$ cat config.mk
export PLATFORM = sky130hd
export DESIGN_NAME = rx_frame_check
export DESIGN_NICKNAME = d
export VERILOG_FILES = /design/src/rtl/rx_frame_check.sv
export SDC_FILE = /design/constraint.sdc
export NUM_CORES = 1
export LEC_CHECK = 0
export CAP_MARGIN = 10
export CORE_UTILIZATION = 40
export DETAILED_ROUTE_END_ITERATION = 16
export PLACE_DENSITY = 0.66
export SETUP_SLACK_MARGIN = 0.3
export SYNTH_ARGS = -nofsm -noshare
export SYNTH_HDL_FRONTEND = slang
export SYNTH_SLANG_ARGS = --single-unit
$ cat constraint.sdc
create_clock -name i_Pclk -period 2.5 [get_ports i_Pclk]
set_clock_uncertainty 0.15 [all_clocks]
set_input_delay 0.5 -clock i_Pclk [delete_from_list [all_inputs] [get_ports i_Pclk]]
set_output_delay 0.5 -clock i_Pclk [all_outputs]
set_load 0.05 [all_outputs]
$ cat src/rtl/rx_frame_check.sv
// rtl/rx_frame_check.sv - serial frame receiver with parity/stop checking and error counters
// Line bits are consumed only on i_BitValid strobes; results register one cycle after the last stop bit.
module rx_frame_check #(
  parameter int DATA_W = 8,
  parameter int CNT_W  = 8
) (
  input  logic              i_Pclk,
  input  logic              i_Rstn,
  input  logic              i_BitValid,
  input  logic              i_Bit,
  input  logic [2:0]        i_Parity,
  input  logic              i_Stop2,
  input  logic              i_ClrCnt,
  output logic [DATA_W-1:0] o_Data,
  output logic              o_Valid,
  output logic              o_ParityOK,
  output logic              o_FrameOK,
  output logic              o_Busy,
  output logic [CNT_W-1:0]  o_ParErrCnt,
  output logic [CNT_W-1:0]  o_FrmErrCnt
);
  localparam int BC_W = $clog2(DATA_W + 1);
  localparam logic [CNT_W-1:0] CNT_MAX = '1;

  typedef enum logic [2:0] {S_IDLE, S_DATA, S_PARITY, S_STOP1, S_STOP2} state_t;

  state_t            r_state, w_next;
  logic [DATA_W-1:0] r_shift;
  logic [BC_W-1:0]   r_bitcnt;
  logic [2:0]        r_mode;
  logic              r_stop2, r_parbit, r_stop_bad;
  logic              w_has_par, w_last_data, w_done, w_par_ok, w_frame_ok;

  assign w_has_par   = (r_mode >= 3'd1) && (r_mode <= 3'd4);
  assign w_last_data = (r_bitcnt == BC_W'(DATA_W - 1));
  assign w_done      = i_BitValid && (((r_state == S_STOP1) && !r_stop2) || (r_state == S_STOP2));
  assign w_frame_ok  = !r_stop_bad && i_Bit;
  assign o_Busy      = (r_state != S_IDLE);

  always_comb begin
    w_par_ok = 1'b1;
    case (r_mode)
      3'd1:    w_par_ok = ~(^r_shift ^ r_parbit);
      3'd2:    w_par_ok = ^r_shift ^ r_parbit;
      3'd3:    w_par_ok = r_parbit;
      3'd4:    w_par_ok = ~r_parbit;
      default: w_par_ok = 1'b1;
    endcase
  end

  always_ff @(posedge i_Pclk) begin
    if (!i_Rstn) r_state <= S_IDLE;
    else         r_state <= w_next;
  end

  always_comb begin
    w_next = r_state;
    if (i_BitValid) begin
      case (r_state)
        S_IDLE:   if (!i_Bit) w_next = S_DATA;
        S_DATA:   if (w_last_data) w_next = w_has_par ? S_PARITY : S_STOP1;
        S_PARITY: w_next = S_STOP1;
        S_STOP1:  w_next = r_stop2 ? S_STOP2 : S_IDLE;
        S_STOP2:  w_next = S_IDLE;
        default:  w_next = S_IDLE;
      endcase
    end
  end

  // Mode and stop count are frozen at the start bit so mid-frame input changes are ignored.
  always_ff @(posedge i_Pclk) begin
    if (!i_Rstn) begin
      r_shift    <= '0;
      r_bitcnt   <= '0;
      r_mode     <= 3'd0;
      r_stop2    <= 1'b0;
      r_parbit   <= 1'b0;
      r_stop_bad <= 1'b0;
    end else if (i_BitValid) begin
      case (r_state)
        S_IDLE: if (!i_Bit) begin
          r_bitcnt   <= '0;
          r_mode     <= i_Parity;
          r_stop2    <= i_Stop2;
          r_stop_bad <= 1'b0;
        end
        S_DATA: begin
          r_shift  <= {i_Bit, r_shift[DATA_W-1:1]};
          r_bitcnt <= r_bitcnt + BC_W'(1);
        end
        S_PARITY: r_parbit <= i_Bit;
        S_STOP1:  if (!i_Bit) r_stop_bad <= 1'b1;
        default:  ;
      endcase
    end
  end

  always_ff @(posedge i_Pclk) begin
    if (!i_Rstn) begin
      o_Valid    <= 1'b0;
      o_Data     <= '0;
      o_ParityOK <= 1'b1;
      o_FrameOK  <= 1'b1;
    end else begin
      o_Valid <= w_done;
      if (w_done) begin
        o_Data     <= w_par_ok ? r_shift : '0;
        o_ParityOK <= w_par_ok;
        o_FrameOK  <= w_frame_ok;
      end
    end
  end

  always_ff @(posedge i_Pclk) begin
    if (!i_Rstn || i_ClrCnt) begin
      o_ParErrCnt <= '0;
      o_FrmErrCnt <= '0;
    end else if (w_done) begin
      if (!w_par_ok && (o_ParErrCnt != CNT_MAX))   o_ParErrCnt <= o_ParErrCnt + CNT_W'(1);
      if (!w_frame_ok && (o_FrmErrCnt != CNT_MAX)) o_FrmErrCnt <= o_FrmErrCnt + CNT_W'(1);
    end
  end

endmodule
# Word-level counts from Yosys, hierarchy flattened
# Cells that the tools add are included.
[totals]
reg_bits = 48
ramBits = 0
output_inout_bits = 28
romBits = 0
latchBits = 0
word_cells = 74
memories = 0
inputBits = 9
[classes]
n_lt_le_gt_ge = 2
n_mul = 0
bitwise_logic = 4
n_shift = 0
div_mod_pow = 0
eq_ne = 14
reduce_logical = 26
muxes = 12
n_addsub = 3
[op_table]
columns = ["cell", "count"]
rows = [
  ["adder 8 x 1 -> 8 bit, second input constant", 2],
  ["!= test 8 bit, second input constant", 2],
  ["== test 3 x 2 -> 1 bit, second input constant", 4],
  ["case mux 3 bit (4 select lines)", 1],
  ["2-to-1 mux 3 bit", 3],
  ["AND reduction 3 bit", 3],
  ["2-to-1 mux 8 bit", 1],
  ["case mux 4 bit (2 select lines)", 1],
  ["AND reduction 2 bit", 4],
  ["parity 8 bit", 1],
  ["== test 3 x 1 -> 1 bit, second input constant", 2],
  ["== test 3 bit, second input constant", 2],
  ["logical AND 1 bit", 6],
  ["!= test 2 bit, second input constant", 3],
  ["logical NOT 1 bit", 5],
  ["adder 4 x 1 -> 4 bit, second input constant", 1],
  ["== test 4 x 3 -> 1 bit, second input constant", 1],
  ["2-to-1 mux 4 bit", 1],
  ["case mux 1 bit (4 select lines)", 1],
  ["AND reduction 4 bit", 1],
  ["nonzero test 2 bit", 2],
  [">= comparator 3 x 1 -> 1 bit, second input constant", 1],
  ["less-or-equal comparator 3 bit, second input constant", 1],
  ["logical NOT 3 bit", 1],
  ["6 further kinds", 11],
]

# Depth between registers and ports, before layout
# Gate-level depths: netlist (run 1).
[logic_depth]
ltp_word = 7
depth_mapped = 7

# Worst setup path before layout (run 1)
# Ideal clock, no wire load.
[synth_path]
path_type = "reg2reg"
from = "register o_ParErrCnt[0]"
to = "register o_ParErrCnt[6]"
path_buffers = 0
setup_slack_ns = 0.322
arrival_ns = 1.953
stages_incl_launch_ff = 7
setup_time_ns = 0.074
synth_period_minus_slack_ns = 2.178
path_cell_list = "dfxtp_1 > ha_1 > and3_1 > a31oi_1 > nand4_1 > a2111o_1 > o21ai_0"
[synth_between]
elab_chain_len = 3
word_cells_on_any_way = 4
[synth_lines]
columns = ["element", "line", "source"]
rows = [
  ["start: declaration", "19", "output logic [CNT_W-1:0] o_ParErrCnt,"],
  ["start signal: assignment", "119", "if (!w_par_ok && (o_ParErrCnt != CNT_MAX)) o_ParErrCnt <= o_ParErrCnt + CNT_W'(1);"],
  ["branches (longest 3 deep; another with adder 8 x 1 -> 8 bit)", "n/a", ""],
]
# Parallel ways; which one is timed is not known.
# A chain may end at the register's enable or synchronous reset.

# Worst setup path in the final report (run 1)
[layout_path]
from = "register r_shift[7]"
to = "register o_ParErrCnt[6]"
[layout_between]
elab_chain_len = 7
[layout_lines]
columns = ["element", "line", "source"]
rows = [
  ["start: declaration", "28", "logic [DATA_W-1:0] r_shift;"],
  ["start signal: assignment", "88", "r_shift <= {i_Bit, r_shift[DATA_W-1:1]};"],
  ["parity 8 bit *", "43, 44", ""],
  ["bitwise XOR 1 bit *", "43, 44", ""],
  ["inverter 1 bit", "43", "3'd1: w_par_ok = ~(^r_shift ^ r_parbit);"],
  ["case mux 1 bit (4 select lines) *", "42", "case (r_mode)"],
  ["logical NOT 1 bit *", "119", ""],
  ["logical AND 1 bit *", "119", ""],
  ["AND reduction 2 bit (no source line) *", "n/a", ""],
]
# Every way passes the cells marked *; elsewhere a longest branch is shown, timed or not.

==> results of run 1 <==
## sequential cells by signal, indices dropped and copies added, names as in the netlist
signal and flops:
r_stop_bad 1, o_ParErrCnt 8, o_ParityOK 1, r_stop2 1, o_FrameOK 1, r_bitcnt 4
o_Data 8, o_Valid 1, r_state 3, r_parbit 1, r_mode 3, o_FrmErrCnt 8
r_shift 8
## kinds of logic (layout without fill, tap and decap cells)
| group | count (synthesis) | after routing | share of synthesized area (%) |
|---|---|---|---|
| buf+inv | 17 | 61 | 3.22 |
| simple gates | 124 | 124 | 27.1 |
| mux | 11 | 11 | 4.80 |
| flops | 48 | 48 | 41.9 |
| compound gates | 50 | 50 | 15.0 |
| xor+xnor | 15 | 15 | 6.33 |
| fa+ha+maj | 3 | 3 | 1.64 |
## layout make-up
cell class | count | area share [%]
multi-input combinational | 203 | 44.0
inverter | 1 | 0.125
clock inverter | 3 | 1.54
sequential | 48 | 32.4
tap | 72 | 3.00
clock buffer | 5 | 2.29
timing repair buffer | 52 | 16.6
## stage by stage
stage | instances | area [µm²] | hold WS [ns] | util (%)
3_5_place_dp | 372 | 2770 | 0.309 | 50.2
5_1_grt | 384 | 3010 | 0.336 | 54.6
4_1_cts | 381 | 2910 | 0.323 | 52.8
2_1_floorplan | 268 | 2290 | 0.320 | -
3_3_place_gp | 372 | 2770 | 0.302 | 50.2
6_report | 384 | 3010 | 0.310 | 54.6
## worst reg2reg max path, delay by kind of cell, from the launching register on
family	cells	cell delay, ns
multiplexers	1	0.22
flip-flops	1	0.36
XOR/XNOR	3	0.78
buffers and inverters	1	0.17
AO/OA/AOI/OAI	2	0.44
## worst min path at each step
stage | from | end | slack (ns)
2_1_floorplan | r_shift[0] | r_shift[0] | 0.32
3_3_place_gp | o_Data[1] | o_Data[1] | 0.30
3_5_place_dp | o_Data[5] | o_Data[5] | 0.31
4_1_cts | o_Data[5] | o_Data[5] | 0.32
5_1_grt | o_Data[3] | o_Data[3] | 0.34
6_report | o_Data[5] | o_Data[5] | 0.31
## power groups by stage
stage                     logic [µW]  clock network, µW  registers [µW]
after floorplan                 63.8                  0             792
after global placement          94.0                  0             796
after detailed placement        94.5                  0             796
after CTS                       96.7                593             778
after global routing             112                627             780
final                            104                573             778
## cells in the final DEF, fill, tap and decap left out, types with 2 or more instances in the layout
| cell type | synthesis | routed |
|---|---|---|
| nand2b_1 | 6 | 6 |
| nand3_1 | 8 | 8 |
| and3_1 | 4 | 4 |
| buf_6 | 1 | 3 |
| mux2i_1 | 11 | 10 |
| nor3b_1 | 4 | 3 |
| nand2_1 | 47 | 47 |
| and2_1 | 2 | 2 |
| xor2_1 | 6 | 6 |
| ha_1 | 3 | 3 |
| dlymetal6s2s_1 | 0 | 7 |
| nor2b_1 | 14 | 14 |
| a22oi_1 | 3 | 3 |
| clkdlybuf4s50_1 | 0 | 21 |
| buf_4 | 0 | 13 |
| o21ai_0 | 8 | 8 |
| dlygate4sd2_1 | 0 | 8 |
| dfxtp_2 | 0 | 8 |
| a21boi_0 | 19 | 11 |
| xnor2_1 | 8 | 5 |
| dfxtp_1 | 48 | 39 |
| a2111o_1 | 4 | 4 |
| clkbuf_8 | 0 | 5 |
| xnor2_2 | 0 | 3 |
| nor3_1 | 4 | 3 |
| a21oi_1 | 10 | 10 |
| a21boi_1 | 0 | 8 |
| nand4_1 | 16 | 16 |
| nor2_1 | 15 | 15 |
## timing repair
item | CTS | global route
gates resized for setup | 17 | 32
pin swaps | 2 | 14
hold buffers | 0 | 0
endpoints found under the setup margin | 24 | 27
cloned | 1 | 1
buffers inserted | 0 | 2
## routing by layer
layer,vias up,part of all wire (%),global-route usage [%]
met5,-,0,0
met4,0,0.30,5.09
met3,2,4.0,3.88
met2,28,47,26.8
met1,943,49,23.6
li1,1019,-,-
==> metrics.txt, run 1 <==
Antenna diodes 0; max-slew violations 0; core area between 5000 and 6000 µm²; number of flops mapped to enable cells by yosys 0; Worst Reg2Reg Path Length in Cells 7; TritonCTS clock tree done; Layout Nets 323; Mean Syn Cell Area 8.56 µm²; Mapped Area 2290 µm²; DRT iter0 DRCs approximately 70; Port Buffers 36; pwr dens 484 nW/µm²; Worst-Skew Late Latency 0.30 ns; Multi-input gate area 1320 µm²; #FFs+latches synth 48; via count between 1.5k and 2k; Setup TNS Final 0 ns; Final WS setup 0.325 ns; Hold Crit Class reg2reg; beginning of the critical path r_shift[7]; Switching Power 335 µW; RSZ-0062 raised after global routing yes; hpwl dp 3280 µm; synth unique cells 34; post-synthesis sequential area ratio 41.9%; Die X just under 80 µm; Flop pwr share a little over half; Synth Flop Type dfxtp_1; maximum vdd drop around 0.38 mV; first-pass iteration count of the detailed router 4; post-route DRC violation count 0; Net Sw Frac 23.0%; Fmax 460 MHz; worst slack, placed 0.164 ns; Fill cells 510; Die Area 6040 µm²; Crit Reg-Reg Endpoint o_ParErrCnt[6]; fin crit period 2.17 ns; htree depth 2; Post-synth top cells dfxtp_1 (48), nand2_1 (47), a21boi_0 (19); Critical Path Source Type register; slew at the pin closest to its max-slew limit around 0.51 ns; largest net degree at the start of global routing 33; clock power share approximately two fifths; Max-cap violations 0; Synth top area share 41.9%; reg2reg setup slack 0.33 ns; CTS max path bufs 2; Critical Path Stages 7; Mapped Cells 268; Worst path slowest cell xnor3_1; # setup viols final 0; initial antenna violation count 0; status complete, no violations; vias in the first global route ~1.8k; Layout area overhead 31.0%; # rows 27; Sink Count 48; grt ovf 0; critical setup path kind reg2reg; Final GP Congestion 0.762; Worst-path clk slew ~0.10 ns; storage element area a little under 1000 µm²; number of cells on the worst hold path 2; CP bufs+invs 1; Slew HR 65.6%; Worst Path Arrival 2.25 ns; Initial Util 41.7%; Mapped Nets 280; cell taking the most area after synthesis dfxtp_1; final hold viol count 0; Worst setup endpoint o_ParErrCnt[6]; top post-synthesis cells by area dfxtp_1 (42%), nand2_1 (7.7%), a21boi_0 (6.2%); Final ANT Viol Nets 0; most numerous cell in the Yosys netlist dfxtp_1; Required @ worst endpoint 2.58 ns; Leak Pwr ~0.0012 µW; CP Capture Type register; critical path peak fanout 5; DRT Wirelength 5050 µm; Via density 5.19; wire length per cell 13.2 µm; Pint 1120 µW; CP Cell Sequence xor2_1 > xnor3_1 > xnor2_2 > mux2i_4 > buf_6 > a2111o_1 > o21ai_0; # IOs 37; Final period util 87.0%; CP delay by family, top XOR/XNOR gates; max incr delay on CP 0.45 ns; global-route wire length before repair ~8300 µm; async set or reset register ratio after synthesis 0%; Root Driver clkbuf_8; startpoint of the worst-slack reg-to-reg timing path r_shift[7]; yosys warns 0; CTS Buf Count 5; Comb pwr share 7.1%; share of layout cells above drive strength 1 between 10 and 15%; global router's overall resource usage 17.2%; total power ~1500 µW; Die Y 77.7 µm
Power figures use the tool's default switching activity.
==> run 2: changes to the inputs <==
--- a/config.mk
+++ b/config.mk
@@ -6,9 +6,10 @@
 export NUM_CORES = 1
 export LEC_CHECK = 0
 export CAP_MARGIN = 10
+export CORE_ASPECT_RATIO = 1.25
 export CORE_UTILIZATION = 40
 export DETAILED_ROUTE_END_ITERATION = 16
-export PLACE_DENSITY = 0.66
+export PLACE_DENSITY = 0.68
 export SETUP_SLACK_MARGIN = 0.3
 export SYNTH_ARGS = -nofsm -noshare
 export SYNTH_HDL_FRONTEND = slang
==> constraint.sdc (replaced) <==
create_clock -name i_Pclk -period 1.95 [get_ports i_Pclk]
set_clock_uncertainty 0.15 [all_clocks]
set_input_delay 0.39 -clock i_Pclk [delete_from_list [all_inputs] [get_ports i_Pclk]]
set_output_delay 0.39 -clock i_Pclk [all_outputs]
set_load 0.05 [all_outputs]
==> metrics.txt, run 2 (same netlist as run 1, synthesis figures left out) <==
htree depth 2; worst hold margin 0.310 ns; vias in the first global route 1929; pwr dens 532 nW/µm²; commonest cells after routing, fill and taps aside buf_4 (61), nand2_1 (45), dfxtp_1 (31); Final WS setup -0.168 ns; Required @ worst endpoint a little over 2 ns; Antenna diodes 0; largest net degree at the start of global routing 33; maximum vdd drop 0.380 mV; via count 2107; Final ANT Viol Nets 0; violated checks negative setup slack; CP Capture Type register; Layout Nets 351; met2 wire length 2960 µm; Fmax 472 MHz; grt ovf 0; # rows 30; CTS Buf Count 5; Max-cap violations 0; Layout area overhead 46.3%; Critical Path Source Type register; critical path peak fanout 20; Leak Pwr between 0.001 and 0.0015 µW; # IOs 37; RSZ-0062 raised after global routing yes; # setup viols final 17; Port Buffers 36; CTS max path bufs 2; Die Area 6050 µm²; final hold viol count 0; wire length on met1 2510 µm; Initial Util 41.9%; Worst-Skew Late Latency 0.30 ns; post-route DRC violation count 0; Cell Area, Placed 2920 µm²; Worst-path clk slew 0.09 ns; DRT Wirelength 5700 µm; top layer in use met4; Via density between 5 and 6; critical setup path kind reg2reg; most common cell after layout, fill and taps aside buf_4; DRT iter0 DRCs around 110; worst slack, placed -0.175 ns; slew at the pin closest to its max-slew limit 0.334 ns; global-route wire length before repair between 9000 and 10000 µm; Worst Path Arrival 2.19 ns; Sink Count 48; wire length per cell 14.1 µm; TritonCTS clock tree done; Slew HR 77.7%; status finished with violations; wire length on met3 187 µm; Root Driver clkbuf_8; Die Y ~87 µm; fin crit period 2.12 ns; max-slew violations 0; final instance area 3360 µm²; global router's overall resource usage 18.8%; Die X 69.7 µm; hpwl dp 3700 µm; first-pass iteration count of the detailed router 4; share of layout cells above drive strength 1 37.6%; Final period util 109%; Hold Crit Class reg2reg; core area 5480 µm²; Final GP Congestion 0.793; initial antenna violation count 0
-- run 2: report_power, final --
part | switching, µW | leakage, µW | internal, µW
clock | 333 | 0.0000445 | 289
sequential | 8.50 | 0.000398 | 979
combinational | 88.2 | 0.000854 | 88.4
total | 430 | 0.00130 | 1360
-- run 2: final cells by class --
type	instances	area (µm²)
Fill cell	516	2120
Clock buffer	7	86.3
Tap cell	64	80.1
Multi-Input combinational cell	203	1480
Sequential cell	48	997
Timing Repair Buffer	80	702
Clock inverter	1	7.51
Inverter	1	3.75
-- run 2: routing by layer --
metal | vias to the layer above | track usage [%]
met5 | - | 0
met4 | 0 | 4.91
met3 | 4 | 4.19
met2 | 33 | 35.2
met1 | 991 | 21.5
li1 | 1079 | -
-- run 2: final timing paths --
path,start,endpoint,slack (ns),depth (start not counted)
max,r_shift[0],o_ParErrCnt[6],-0.17,7
min,o_Data[6],o_Data[6],0.31,2
max reg2reg,r_shift[0],o_ParErrCnt[6],-0.17,7
min reg2reg,o_Data[6],o_Data[6],0.31,2
-- run 2: per-stage QoR --
step	TNS (ns)	instances	util (%)	power, µW
floorplan	0	268	-	1100
global placement	-2.68	378	53.2	1150
detailed placement	-3.16	378	53.2	1150
CTS	-1.81	395	58.3	1790
global route	-3.79	404	61.3	1870
finish	-1.93	404	61.3	1790
-- run 2: timing repair --
item                                    in CTS  in global routing
endpoints found under the setup margin      37                 39
gates cloned                                 1                  0
hold buffers                                 0                  0
pin swaps                                    5                 13
gates resized for setup                     28                 27
buffers inserted                             8                  9
-- run 2: worst max-delay path, cell delays in order, from the launching register on --
cell and delay (ns):
dfxtp_2 0.35, xnor2_2 0.14, xnor3_1 0.44, xnor2_2 0.16, mux2i_2 0.18, buf_12 0.18
a2111o_1 0.35, o21ai_0 0.07
